==> src/rtl/pattern_timing_gen.sv <==
// Frame/line timing generator for the pattern generator.
// Shadows the generator configuration so it only changes at frame start.
module pattern_timing_gen #(
    parameter int LINE_LEN = 4096,
    parameter int H_BLANK  = 16,
    parameter int LINES    = 32,
    parameter int V_BLANK  = 2
) (
    input  logic        clk,
    input  logic        rst,
    input  logic        enable,
    input  logic        cfg_wr,
    input  logic [11:0] cfg_const,
    input  logic [1:0]  cfg_x,
    input  logic [1:0]  cfg_y,
    input  logic [2:0]  cfg_mode,
    output logic        f_sync,
    output logic        sync,
    output logic        active,
    output logic [11:0] const_val,
    output logic [1:0]  x,
    output logic [1:0]  y,
    output logic [2:0]  mode,
    output logic        cfg_pend,
    output logic        busy,
    output logic [15:0] frame_cnt
);
    localparam int P  = 1 + LINE_LEN + H_BLANK;
    localparam int NL = LINES + V_BLANK;
    localparam int PW = (P > 1) ? $clog2(P) : 1;
    localparam int LW = (NL > 1) ? $clog2(NL) : 1;
    localparam logic [PW-1:0] PIX_ACT_END = PW'(LINE_LEN);
    localparam logic [PW-1:0] PIX_END     = PW'(P - 1);
    localparam logic [LW-1:0] LAST_ACT    = LW'(LINES - 1);
    localparam logic [LW-1:0] LAST_LINE   = LW'(NL - 1);

    typedef enum logic [2:0] {
        IDLE, FSYNC, SYNC, ACTIVE, HBLANK, VBLANK
    } state_e;

    state_e        state_q, state_d;
    logic [PW-1:0] pix_q, pix_d;
    logic [LW-1:0] line_q, line_d;
    logic          line_end, frame_end;

    logic          f_sync_q, f_sync_d;
    logic          sync_q, sync_d;
    logic          active_q, active_d;
    logic          busy_q, busy_d;
    logic [15:0]   frame_cnt_q, frame_cnt_d;
    logic [11:0]   const_val_q, const_val_d;
    logic [1:0]    x_q, x_d, y_q, y_d;
    logic [2:0]    mode_q, mode_d;
    logic          cfg_pend_q, cfg_pend_d;
    logic [11:0]   p_const_q, p_const_d;
    logic [1:0]    p_x_q, p_x_d, p_y_q, p_y_d;
    logic [2:0]    p_mode_q, p_mode_d;

    always_ff @(posedge clk or posedge rst) begin
        if (rst) begin
            state_q     <= IDLE;
            pix_q       <= '0;
            line_q      <= '0;
            f_sync_q    <= 1'b0;
            sync_q      <= 1'b0;
            active_q    <= 1'b0;
            busy_q      <= 1'b0;
            frame_cnt_q <= '0;
            const_val_q <= '0;
            x_q         <= '0;
            y_q         <= '0;
            mode_q      <= '0;
            cfg_pend_q  <= 1'b0;
            p_const_q   <= '0;
            p_x_q       <= '0;
            p_y_q       <= '0;
            p_mode_q    <= '0;
        end else begin
            state_q     <= state_d;
            pix_q       <= pix_d;
            line_q      <= line_d;
            f_sync_q    <= f_sync_d;
            sync_q      <= sync_d;
            active_q    <= active_d;
            busy_q      <= busy_d;
            frame_cnt_q <= frame_cnt_d;
            const_val_q <= const_val_d;
            x_q         <= x_d;
            y_q         <= y_d;
            mode_q      <= mode_d;
            cfg_pend_q  <= cfg_pend_d;
            p_const_q   <= p_const_d;
            p_x_q       <= p_x_d;
            p_y_q       <= p_y_d;
            p_mode_q    <= p_mode_d;
        end
    end

    // pix counts 0..P-1 within a line period; line runs over active and blank lines
    always_comb begin
        state_d   = state_q;
        pix_d     = pix_q;
        line_d    = line_q;
        line_end  = 1'b0;
        frame_end = 1'b0;
        case (state_q)
            IDLE: begin
                if (enable) state_d = FSYNC;
            end
            FSYNC: begin
                state_d = SYNC;
                pix_d   = '0;
                line_d  = '0;
            end
            SYNC: begin
                state_d = ACTIVE;
                pix_d   = pix_q + 1'b1;
            end
            ACTIVE: begin
                pix_d = pix_q + 1'b1;
                if (pix_q == PIX_ACT_END) begin
                    if (H_BLANK > 0) state_d = HBLANK;
                    else line_end = 1'b1;
                end
            end
            HBLANK: begin
                pix_d = pix_q + 1'b1;
                if (pix_q == PIX_END) line_end = 1'b1;
            end
            VBLANK: begin
                pix_d = pix_q + 1'b1;
                if (pix_q == PIX_END) begin
                    pix_d  = '0;
                    line_d = line_q + 1'b1;
                    if (line_q == LAST_LINE) frame_end = 1'b1;
                end
            end
            default: state_d = IDLE;
        endcase
        if (line_end) begin
            pix_d  = '0;
            line_d = line_q + 1'b1;
            if (line_q != LAST_ACT) state_d = SYNC;
            else if (V_BLANK > 0) state_d = VBLANK;
            else frame_end = 1'b1;
        end
        if (frame_end) state_d = enable ? FSYNC : IDLE;
    end

    always_comb begin
        f_sync_d    = (state_d == FSYNC);
        sync_d      = (state_d == SYNC);
        active_d    = (state_d == ACTIVE);
        busy_d      = (state_d != IDLE);
        frame_cnt_d = frame_cnt_q;
        const_val_d = const_val_q;
        x_d         = x_q;
        y_d         = y_q;
        mode_d      = mode_q;
        cfg_pend_d  = cfg_pend_q;
        p_const_d   = p_const_q;
        p_x_d       = p_x_q;
        p_y_d       = p_y_q;
        p_mode_d    = p_mode_q;
        // FSYNC is one cycle long, so state_d==FSYNC is always an entry edge
        if (f_sync_d) begin
            frame_cnt_d = frame_cnt_q + 16'd1;
            if (cfg_pend_q) begin
                const_val_d = p_const_q;
                x_d         = p_x_q;
                y_d         = p_y_q;
                mode_d      = p_mode_q;
                cfg_pend_d  = 1'b0;
            end
        end
        if (cfg_wr) begin
            p_const_d  = cfg_const;
            p_x_d      = cfg_x;
            p_y_d      = cfg_y;
            p_mode_d   = cfg_mode;
            cfg_pend_d = 1'b1;
        end
    end

    assign f_sync    = f_sync_q;
    assign sync      = sync_q;
    assign active    = active_q;
    assign busy      = busy_q;
    assign frame_cnt = frame_cnt_q;
    assign const_val = const_val_q;
    assign x         = x_q;
    assign y         = y_q;
    assign mode      = mode_q;
    assign cfg_pend  = cfg_pend_q;

endmodule

==> config.mk <==
export PLATFORM = sky130hd
export DESIGN_NAME = pattern_timing_gen
export DESIGN_NICKNAME = d
export VERILOG_FILES = /design/src/rtl/pattern_timing_gen.sv
export SDC_FILE = /design/constraint.sdc
export NUM_CORES = 1
export LEC_CHECK = 0
export CAP_MARGIN = 10
export CORE_ASPECT_RATIO = 0.6
export CORE_MARGIN = 1.5
export CORE_UTILIZATION = 57
export DETAILED_ROUTE_END_ITERATION = 6
export DONT_BUFFER_PORTS = 1
export MAX_ROUTING_LAYER = met4
export PLACE_DENSITY_LB_ADDON = 0.12
export SETUP_SLACK_MARGIN = 0.1
export SYNTH_ARGS = -nofsm -noshare
export SYNTH_HDL_FRONTEND = slang
export SYNTH_SLANG_ARGS = --single-unit
==> constraint.sdc <==
create_clock -name clk -period 2.7 [get_ports clk]
set_clock_uncertainty 0.05 [all_clocks]
set_input_delay 0.405 -clock clk [delete_from_list [all_inputs] [get_ports clk]]
set_output_delay 0.405 -clock clk [all_outputs]
set_load 0.01 [all_outputs]
==> impl_results.md, run 1 <==
- Capturing point of the worst reg2reg path: const_val[1]
- Startpoint Class: register
- Worst EP required: between 2000 and 3000 ps
- DRT Pass-1 Iters: 4
- Port buffer count: 0
- Layout cells sized above 1: between 20 and 30%
- RR Startpoint: pix_q[0]
- Syn_area_per_cell: around 12 um2
- Status: finished clean
- Crit end category: register
- Syn_nets: around 340
- Final Util: between 60% and 70%
- H-tree levels: 3
- Commonest non-fill, non-tap cell in the layout: dfrtp_1
- Vias per inst: between 5 and 6
- Count of cell types in the netlist: 49
- I/O pin count: 63
- Sequential area share after synthesis: between 50% and 60%
- Clock group share of total power: between 40% and 50%
- Die width: roughly 110 um
- Class of the most critical setup path: reg -> reg
- Total die area: 7179 um2
- Hold endpoint: cfg_pend
- Global-route wire length before repair: between 10 and 15 mm
- Starting Density: approximately three fifths
- R2R cell count: 9
- Total of warnings raised by yosys: 0
- Antenna violations before repair: 0
- Setup WS post-layout: around 100 ps
- Gp weighted congestion: roughly 0.84
- Grt total ovfl: 0
- Mapped Cells: 315
- Final Hold Vio Count: 0
- Final Critical Period: approximately 2600 ps
- Netlist Area Pre-Place: between 3000 and 4000 um2
- DP Cell Count: around 400
- 1st-iter DRT viols: between 100 and 150
- Setup WS pre-CTS: -23.99 ps
- Rel. slew slack: a little under two thirds
- Largest net degree at the start of global routing: between 80 and 90
- Hold_sp: cfg_wr
- ANT cells: 0
- Max Fclk: roughly 0.39 GHz
- Tot Pwr: between 2 and 2.5 mW
- Final Cycle Share: between 90% and 100%
- Final Slew Violations: 0
- CTS root buf: clkbuf_8
- CP peak stage delay: 480 ps
- Crit path from: pix_q[0]
- R2R Setup Slk: 100 ps
- RSZ-0062 raised after global routing: true
- Worst-path clk slew: around 80 ps
- Worst skew pair latency: 350 ps
- Residual DRC count: 0
- HP Class: in -> reg
- Most frequent cells in the layout: dfrtp_1, mux2_2, xor2_1
- WP data arrival: 2780 ps
- Sequential power share: 55.8%
- Area growth from synthesis to layout: 14.30%
- Lkg Pwr: around 1.9 nW
- Max_cap viols: 0
- Power Density: between 500 and 600 nW/um2
- Sw Share: about a fifth
- CTS tree: built
- Fill cell count: approximately 450
- DP HPWL: between 5 and 6 mm
- CTS Sinks: 81
- Worst hold path stage count: 1
- Area of the multi-input gates: 1732 um2
- Seq. cell area: about 2000 um2
- Final ANT Viol Nets: 0
- Layout Cells excl Fill: 421
- Sw power: around 0.46 mW
- Site Rows: 22
- Final wirelength: between 7 and 8 mm
- Critical path, cell by cell: inv_1 -> ha_1 -> or4b_4 -> nor3_4 -> a41o_1 -> and2_4 -> nand3_4 -> buf_12 -> mux2_4
- #FFs+latches synth: 81
- Tot GR Track Use: 24.04%
- Ys flop type: dfrtp_1
- Vias: 2,492
- Cts bufs inserted: 9
- Logic gate share of total power: ~2.7%
- Peak supply drop: ~0.42 mV
- Core Box Area: 6276 um2
- EDFF count, synth: 0
- Die H: approximately 66 um
- Clk buf depth: 2
- CP Max Fanout: 10
- Routed length per instance: around 18 um
- Internal power: roughly 1.8 mW
- Nets: 361
- Asr flop ratio synth: 100.0%
- Worst Max-Slew Pin Slew: ~540 ps
- Worst path slowest cell: or4b_4
- Hold WS: between 100 and 150 ps
- Number of global-route vias before repair: roughly 2.4k
- Final setup fails: 0
worst max-delay path, delay by kind of cell (launching register included):
family / cells / cell delay [ps]
multiplexers: 1 / 300
adder cells (fa/ha/maj): 1 / 140
AND/OR/NAND/NOR: 4 / 1050
flip-flops: 1 / 410
buffers and inverters: 2 / 250
AO/OA/AOI/OAI: 1 / 280
synthesized netlist by cell type, drive strengths merged, types with 4 or more instances:
cell type / n / area (um2)
o22ai: 4 / 38.79
xnor2: 5 / 43.79
and2: 4 / 27.53
mux2: 39 / 476.7
nor3: 7 / 46.30
dfrtp: 81 / 2027
and3: 10 / 62.56
and4: 5 / 43.79
nor4: 11 / 100.1
inv: 13 / 51.30
nor2: 13 / 48.80
nand2b: 5 / 31.28
buf: 4 / 47.54
ha: 5 / 62.56
nand4: 8 / 50.05
a21oi: 6 / 30.03
nand3: 9 / 57.56
clkbuf: 8 / 30.03
o21ai: 16 / 80.08
xor2: 19 / 166.4
nand2: 19 / 73.82
what timing repair did:
item	4_1_cts	5_1_grt
setup endpoints to repair	16	30
hold buffers	1	0
gates cloned	0	1
resized for setup	5	10
endpoints found under the hold margin	81	0
pin swaps	3	12
setup buffers	1	4
logic make-up after synthesis:
group,after synthesis,synth area share [%]
flops,81,53.36
compound gates,32,5.139
xor+xnor,24,5.534
buf+inv,25,3.393
simple gates,107,17.85
mux,41,13.08
fa+ha+maj,5,1.647
power by group through the flow:
stage                     Clock [mW]  Combinational [mW]  Sequential (mW)
final                          0.934              0.0597             1.25
after global routing            1.02              0.0675             1.26
after CTS                      0.964              0.0626             1.25
after detailed placement           0              0.0613             1.28
after global placement             0              0.0598             1.28
after floorplan                    0              0.0529             1.27
flip-flops by register name, summed over array words and instances, names as in the netlist, 2 cells and up:
name	flops
line_q	6
p_x_q	2
const_val	12
state_q	3
x	2
frame_cnt	16
pix_q	13
p_y_q	2
mode	3
y	2
p_const_q	12
p_mode_q	3
worst max-delay path by stage:
stage | to | slack, ps | cells past startpoint
4_1_cts | frame_cnt[9] | 60 | 9
3_3_place_gp | frame_cnt[8] | 150 | 9
5_1_grt | frame_cnt[1] | -40 | 9
3_5_place_dp | frame_cnt[9] | -20 | 9
6_report | const_val[1] | 100 | 9
2_1_floorplan | const_val[0] | 120 | 10
metal layers:
layer | wire length [um] | share of wire, % | global-route usage [%]
met1 | 3674 | 48 | 33.48
met2 | 3205 | 42 | 30.93
met3 | 647 | 8.4 | 9.557
met4 | 134 | 1.7 | 9.704
met5 | 0 | 0 | -
area by class of cell:
| class | instances | share of cell area (%) |
|---|---|---|
| inverters | 13 | 1.210 |
| well taps | 84 | 2.421 |
| clock buffers | 10 | 2.939 |
| flip-flops and latches | 81 | 46.69 |
| repair buffers | 19 | 4.986 |
| clock inverters | 5 | 1.873 |
| multi-input cells | 209 | 39.88 |
stage by stage:
stage | cell area, um2 | setup TNS, ps
floorplan | 3799 | 0
global placement | 3968 | 0
detailed placement | 3968 | -23.99
CTS | 4223 | 0
global route | 4342 | -167.5
finish | 4342 | 0
Power figures use the tool's default switching activity.
==> run 2, diff against run 1 <==
CORE_MARGIN = default   (was 1.5)
MAX_ROUTING_LAYER = default   (was met4)
==> run 2 against run 1 <==
  * Via count fell by 1.2%
  * Core utilization rose by 0.22 points
  * Non-clock buffer count rose by 5
  * Fmax fell by 1.0%
  * Sequential power barely moved
  * Global-route usage fell by 1.4 points
  * Worst setup slack got worse by 26 ps
  * Critical path type unchanged
==> impl_results.md, run 2 (synthesized netlist as in run 1, its figures left out) <==
- Startpoint Class: register
- Port buffer count: 0 (unchanged)
- Power Density: 499.1 nW/um2 (-3.6%)
- Lkg Pwr: 1.868 nW (+0.11%)
- Vias: 2,461 (-1.2%)
- CTS Sinks: 81 (unchanged)
- Gp weighted congestion: 0.8806 (+5.4%)
- Hold endpoint: cfg_pend
- ANT cells: 0 (unchanged)
- Largest net degree at the start of global routing: 37 (-55%)
- Residual DRC count: 0 (unchanged)
- Worst path slowest cell: or4b_4
- Grt total ovfl: 0 (unchanged)
- H-tree levels: 3 (unchanged)
- Tot Pwr: 2.174 mW (-3.3%)
- Fill cell count: 461 (+1.5%)
- Worst Max-Slew Pin Slew: 569.4 ps (+24.65 ps)
- Class of the most critical setup path: reg -> reg
- Final wirelength: 7.469 mm (-2.5%)
- Area growth from synthesis to layout: 14.66%
- Vias per inst: 5.763 (-2.6%)
- 1st-iter DRT viols: 129 (-4.4%)
- Antenna violations before repair: 0 (unchanged)
- Rel. slew slack: 61.99% (-1.7 points)
- Tot GR Track Use: 22.65% (-1.4 points)
- Worst EP required: 2890 ps (about the same)
- Worst-path clk slew: 80 ps (about the same)
- Final Slew Violations: 0 (unchanged)
- Max_cap viols: 0 (unchanged)
- Number of global-route vias before repair: 2,317 (-4.8%)
- I/O pin count: 63 (unchanged)
- Cts bufs inserted: 9 (unchanged)
- Logic gate share of total power: 2.7% (about the same)
- Final setup fails: 0 (unchanged)
- Hold_sp: cfg_wr
- Final Hold Vio Count: 0 (unchanged)
- WP data arrival: 2810 ps (+30 ps)
- Max reg flops: 16 (unchanged)
- Post-DP Area: 3960 um2 (-0.19%)
- Internal power: 1.694 mW (-5.2%)
- Most frequent cells in the layout: dfrtp_1, mux2_2, xor2_1
- Global-route wire length before repair: 11.88 mm (-4.2%)
- Max Fclk: 0.3814 GHz (-1.0%)
- Status: finished clean
- Critical path, cell by cell: inv_1 -> ha_1 -> or4b_4 -> nor3_4 -> a41o_1 -> and2_4 -> nand3_4 -> buf_6 -> mux2_4
- Capturing point of the worst reg2reg path: mode[1]
- Seq. cell area: 2027 um2 (unchanged)
- Peak supply drop: 0.4935 mV (+17%)
- Worst hold path stage count: 1 (unchanged)
- DP HPWL: 5.221 mm (+0.80%)
- Layout cells sized above 1: 28.86% (+1.3 points)
- Routed length per instance: 17.49 um (-3.9%)
- Fin area: 4355 um2 (+0.32%)
- Starting Density: 60.53% (unchanged)
- Sequential power share: 57.7% (+1.9 points)
- Core Box Area: 6276 um2 (unchanged)
- Worst skew pair latency: 350 ps (about the same)
- Nets: 366 (+1.4%)
- CP peak stage delay: 480 ps (about the same)
- Crit end category: register
- Final Critical Period: 2622 ps (+26.49 ps)
- CTS root buf: clkbuf_8
- Setup WS pre-CTS: 42.54 ps (+66.52 ps)
- CP Max Fanout: 5 (-5)
- RR Startpoint: pix_q[0]
- Commonest non-fill, non-tap cell in the layout: dfrtp_1
- Die width: 107.4 um (-0.92%)
- R2R cell count: 9 (unchanged)
- Clk buf depth: 2 (unchanged)
- Clock group share of total power: 39.6% (-2.0 points)
- DRT Pass-1 Iters: 4 (unchanged)
- Setup WS post-layout: 77.93 ps (-26.49 ps)
- RSZ-0062 raised after global routing: true
- HP Class: in -> reg
- Sw Share: 22.06% (+1.5 points)
- Final Cycle Share: 97.11% (+0.98 points)
- Area of the multi-input gates: 1744 um2 (+0.72%)
- CTS tree: built
- Sw power: 0.4796 mW (+4.0%)
- Total die area: 7006 um2 (-2.4%)
- Final ANT Viol Nets: 0 (unchanged)
- R2R Setup Slk: 80 ps (-30 ps)
- Die H: 65.24 um (-1.5%)
- Site Rows: 22 (unchanged)
-- run 2: cell count changes in the layout (fill, tap and decap cells not counted), moves of 2 or more --
cell        before  now
nor4_2           3    1
clkinvlp_4       1    3
buf_6            1    3
buf_12           4    1
buf_4           12   17
-- run 2: critical path, delay by kind of cell (launching register included) --
family | cells | cell delay, ps
adder cells (fa/ha/maj) | 1 | 150
flip-flops | 1 | 410
buffers and inverters | 2 | 250
multiplexers | 1 | 290
AND/OR/NAND/NOR | 4 | 1070
AO/OA/AOI/OAI | 1 | 300
-- run 2: worst max-delay path by stage --
stage          startpoint      endpoint  depth (start not counted)
2_1_floorplan    pix_q[0]  const_val[0]                         10
3_3_place_gp     pix_q[0]  frame_cnt[9]                          9
3_5_place_dp     pix_q[0]  frame_cnt[9]                          9
4_1_cts          pix_q[0]  frame_cnt[8]                          9
5_1_grt          pix_q[0]          y[0]                          9
6_report         pix_q[0]       mode[1]                          9
-- run 2: power groups by stage --
| stage | Sequential, mW | Clock (mW) | Combinational [mW] |
|---|---|---|---|
| global route | 1.26 | 0.933 | 0.0684 |
| floorplan | 1.27 | 0 | 0.0529 |
| global placement | 1.28 | 0 | 0.0583 |
| CTS | 1.25 | 0.885 | 0.0619 |
| finish | 1.25 | 0.861 | 0.0590 |
| detailed placement | 1.28 | 0 | 0.0606 |
-- run 2: metrics by stage --
stage,hold slack (ps),util [%],TNS (ps),cells
finish,113.0,69.40,0,427
global route,108.2,69.40,-353.5,427
CTS,98.97,66.71,0,421
detailed placement,316.0,63.10,0,403
global placement,316.6,63.10,0,403
floorplan,426.6,-,0,315
-- run 2: per-layer routing --
layer / up-vias / wire (um) / global-route usage, %
met5: - / 0 / 0
met4: 0 / 65 / 7.705
li1: 1177 / - / -
met2: 83 / 3163 / 31.45
met3: 7 / 734 / 9.821
met1: 1194 / 3505 / 31.64
-- run 2: timing repair --
item | CTS | global route
setup endpoints to repair | 23 | 30
hold buffers | 1 | 0
resized for setup | 3 | 17
cloned | 0 | 1
pin swaps | 2 | 12
buffers inserted | 1 | 5
hold endpoints to repair | 34 | 0
-- run 2: layout make-up --
class	count	area share, %
Clock buffer	9	2.844
Clock inverter	7	1.637
Inverter	13	1.207
Multi-Input combinational cell	209	40.05
Sequential cell	81	46.54
Tap cell	84	2.413
Timing Repair Buffer	24	5.315
==> run 3, diff against run 2 <==
CORE_UTILIZATION = 63   (was 57)
clock period = 2.83 ns   (was 2.7 ns; I/O delays follow)
==> run 3 against run 2 <==
  * The flow now finishes with violations (negative hold slack)
  * Clock power decreased by 2.4%
  * Sequential power decreased by 4%
  * Combinational power decreased by 5.9%
  * Critical path depth unchanged
  * Critical path type unchanged
  * Critical endpoint is now const_val[9]
==> impl_results.md, run 3 (synthesized netlist as in run 1, its figures left out) <==
- Status: complete, but fails checks
- Violated checks: negative hold slack
- Final Critical Period: 2687 ps (+64.51 ps)
- Final Cycle Share: 94.93% (-2.2 points)
- Power Density: 502.5 nW/um2 (+0.67%)
- Total die area: 6355 um2 (-9.3%)
- Final wirelength: 7.324 mm (-1.9%)
- CTS Sinks: 81 (unchanged)
- Crit end category: register
- DP HPWL: 5.102 mm (-2.3%)
- Final Hold Vio Count: 3 (+3)
- Vias: 2,432 (-1.2%)
- Logic gate share of total power: 2.7% (about the same)
- Worst-path clk slew: 80 ps (about the same)
- CTS tree: built
- Starting Density: 66.62% (+6.1 points)
- ANT cells: 0 (unchanged)
- Fill cell count: 391 (-15%)
- DRT Pass-1 Iters: 4 (unchanged)
- Tot GR Track Use: 25.80% (+3.1 points)
- Final ANT Viol Nets: 0 (unchanged)
- RSZ-0062 raised after global routing: true
- Hold Buf Count CTS: 0 (-1)
- Core Box Area: 5702 um2 (-9.2%)
- Worst EP required: 3000 ps (+110 ps)
- Class of the most critical setup path: reg -> reg
- Max_cap viols: 0 (unchanged)
- Startpoint Class: register
- Worst skew pair latency: 340 ps (about the same)
- Sw power: 0.4476 mW (-6.7%)
- Largest net degree at the start of global routing: 42 (+14%)
- CP Max Fanout: 19 (+14)
- Global-route wire length before repair: 12.41 mm (+4.4%)
- Max reg flops: 16 (unchanged)
- Worst Max-Slew Pin Slew: 691.3 ps (+121.9 ps)
- Commonest non-fill, non-tap cell in the layout: dfrtp_1
- Antenna violations before repair: 0 (unchanged)
- Setup_tns: 0 ps (unchanged)
- Hold WS: -2.913 ps (-115.9 ps)
- Layout Cells excl Fill: 412 (-3.5%)
- Port buffer count: 0 (unchanged)
- Vias per inst: 5.903 (+2.4%)
- Area growth from synthesis to layout: 9.651%
- Site Rows: 21 (-4.5%)
- Gp weighted congestion: 0.8461 (-3.9%)
- WP data arrival: 2860 ps (+50 ps)
- Cts bufs inserted: 9 (unchanged)
- Rel. slew slack: 53.86% (-8.1 points)
- Lkg Pwr: 1.800 nW (-3.7%)
- Sw Share: 21.38% (-0.68 points)
- Critical path, cell by cell: inv_1 -> ha_1 -> or4b_4 -> nor3_4 -> a31oi_1 -> and2_4 -> nand3_4 -> buf_12 -> mux2_2
- Most frequent cells in the layout: dfrtp_1, mux2_2, xor2_1
- DP Cell Count: 393 (-2.5%)
- Clk buf depth: 2 (unchanged)
- Sequential power share: 57.2% (-0.5 points)
- Final Slew Violations: 0 (unchanged)
- I/O pin count: 63 (unchanged)
- CP peak stage delay: 490 ps (about the same)
- Residual DRC count: 0 (unchanged)
- Peak supply drop: 0.3166 mV (-36%)
- Routed length per instance: 17.78 um (+1.6%)
- HP Class: in -> async
- Die width: 102.2 um (-4.8%)
- Final setup fails: 0 (unchanged)
- Layout cells sized above 1: 25.90% (-3.0 points)
- H-tree levels: 3 (unchanged)
- Number of global-route vias before repair: 2,386 (+3.0%)
- Die H: 62.15 um (-4.7%)
- 1st-iter DRT viols: 105 (-19%)
- Max Fclk: 0.3722 GHz (-2.4%)
- Clock group share of total power: 40.1% (+0.5 points)
- Internal power: 1.645 mW (-2.9%)
- Nets: 355 (-3.0%)
- Worst path slowest cell: or4b_4
- CTS root buf: clkbuf_8
- Grt total ovfl: 0 (unchanged)
[run 3: power groups by stage]
stage                     clock (mW)  combinational, mW  sequential, mW
after CTS                      0.852             0.0580            1.20
after global routing           0.910             0.0628            1.20
after global placement             0             0.0561            1.22
after detailed placement           0             0.0584            1.22
final                          0.840             0.0555            1.20
after floorplan                    0             0.0504            1.22
[run 3: what timing repair did]
item	CTS	global route
pin swaps	0	1
resized for setup	1	6
endpoints found under the setup margin	20	22
endpoints found under the hold margin	0	0
buffers inserted	1	2
[run 3: critical path, delay by kind of cell (launching register included)]
kind,cells,cell delay [ps]
adder cells (fa/ha/maj),1,160
AND/OR/NAND/NOR,4,1100
buffers and inverters,2,260
flip-flops,1,420
multiplexers,1,350
AO/OA/AOI/OAI,1,230
[run 3: area by class of cell]
type / count / area, um2 / share of cell area (%)
Clock inverter: 4 / 52.55 / 1.262
Clock buffer: 12 / 145.1 / 3.485
Sequential cell: 81 / 2027 / 48.66
Tap cell: 80 / 100.1 / 2.403
Multi-Input combinational cell: 209 / 1678 / 40.28
Inverter: 13 / 52.55 / 1.262
Timing Repair Buffer: 13 / 110.1 / 2.643
[run 3: worst paths after layout]
check,from,cells past startpoint,slack (ps),to
max,pix_q[0],9,140,const_val[9]
min,rst,1,-3,p_x_q[1]
max reg2reg,pix_q[0],9,140,const_val[9]
min reg2reg,p_const_q[2],1,450,const_val[2]
max in group asynchronous,rst,2,1980,const_val[9]
min in group clk,cfg_wr,1,150,cfg_pend
[run 3: metrics by stage]
step	power (mW)	utilization [%]	hold WS (ps)	area (um2)	setup WS, ps
after floorplan	1.266	-	426.6	3799	253.0
after global placement	1.275	68.36	373.1	3897	136.3
after CTS	2.108	72.22	9.114	4118	102.3
final	2.093	73.05	-2.913	4165	143.4
after global routing	2.175	73.05	32.53	4165	57.39
after detailed placement	1.280	68.36	381.9	3897	84.18
[run 3: per-layer routing]
| metal | track usage, % | wire (um) |
|---|---|---|
| met5 | 0 | 0 |
| met4 | 6.964 | 35 |
| met3 | 9.234 | 628 |
| met2 | 34.82 | 3188 |
| met1 | 39.19 | 3472 |
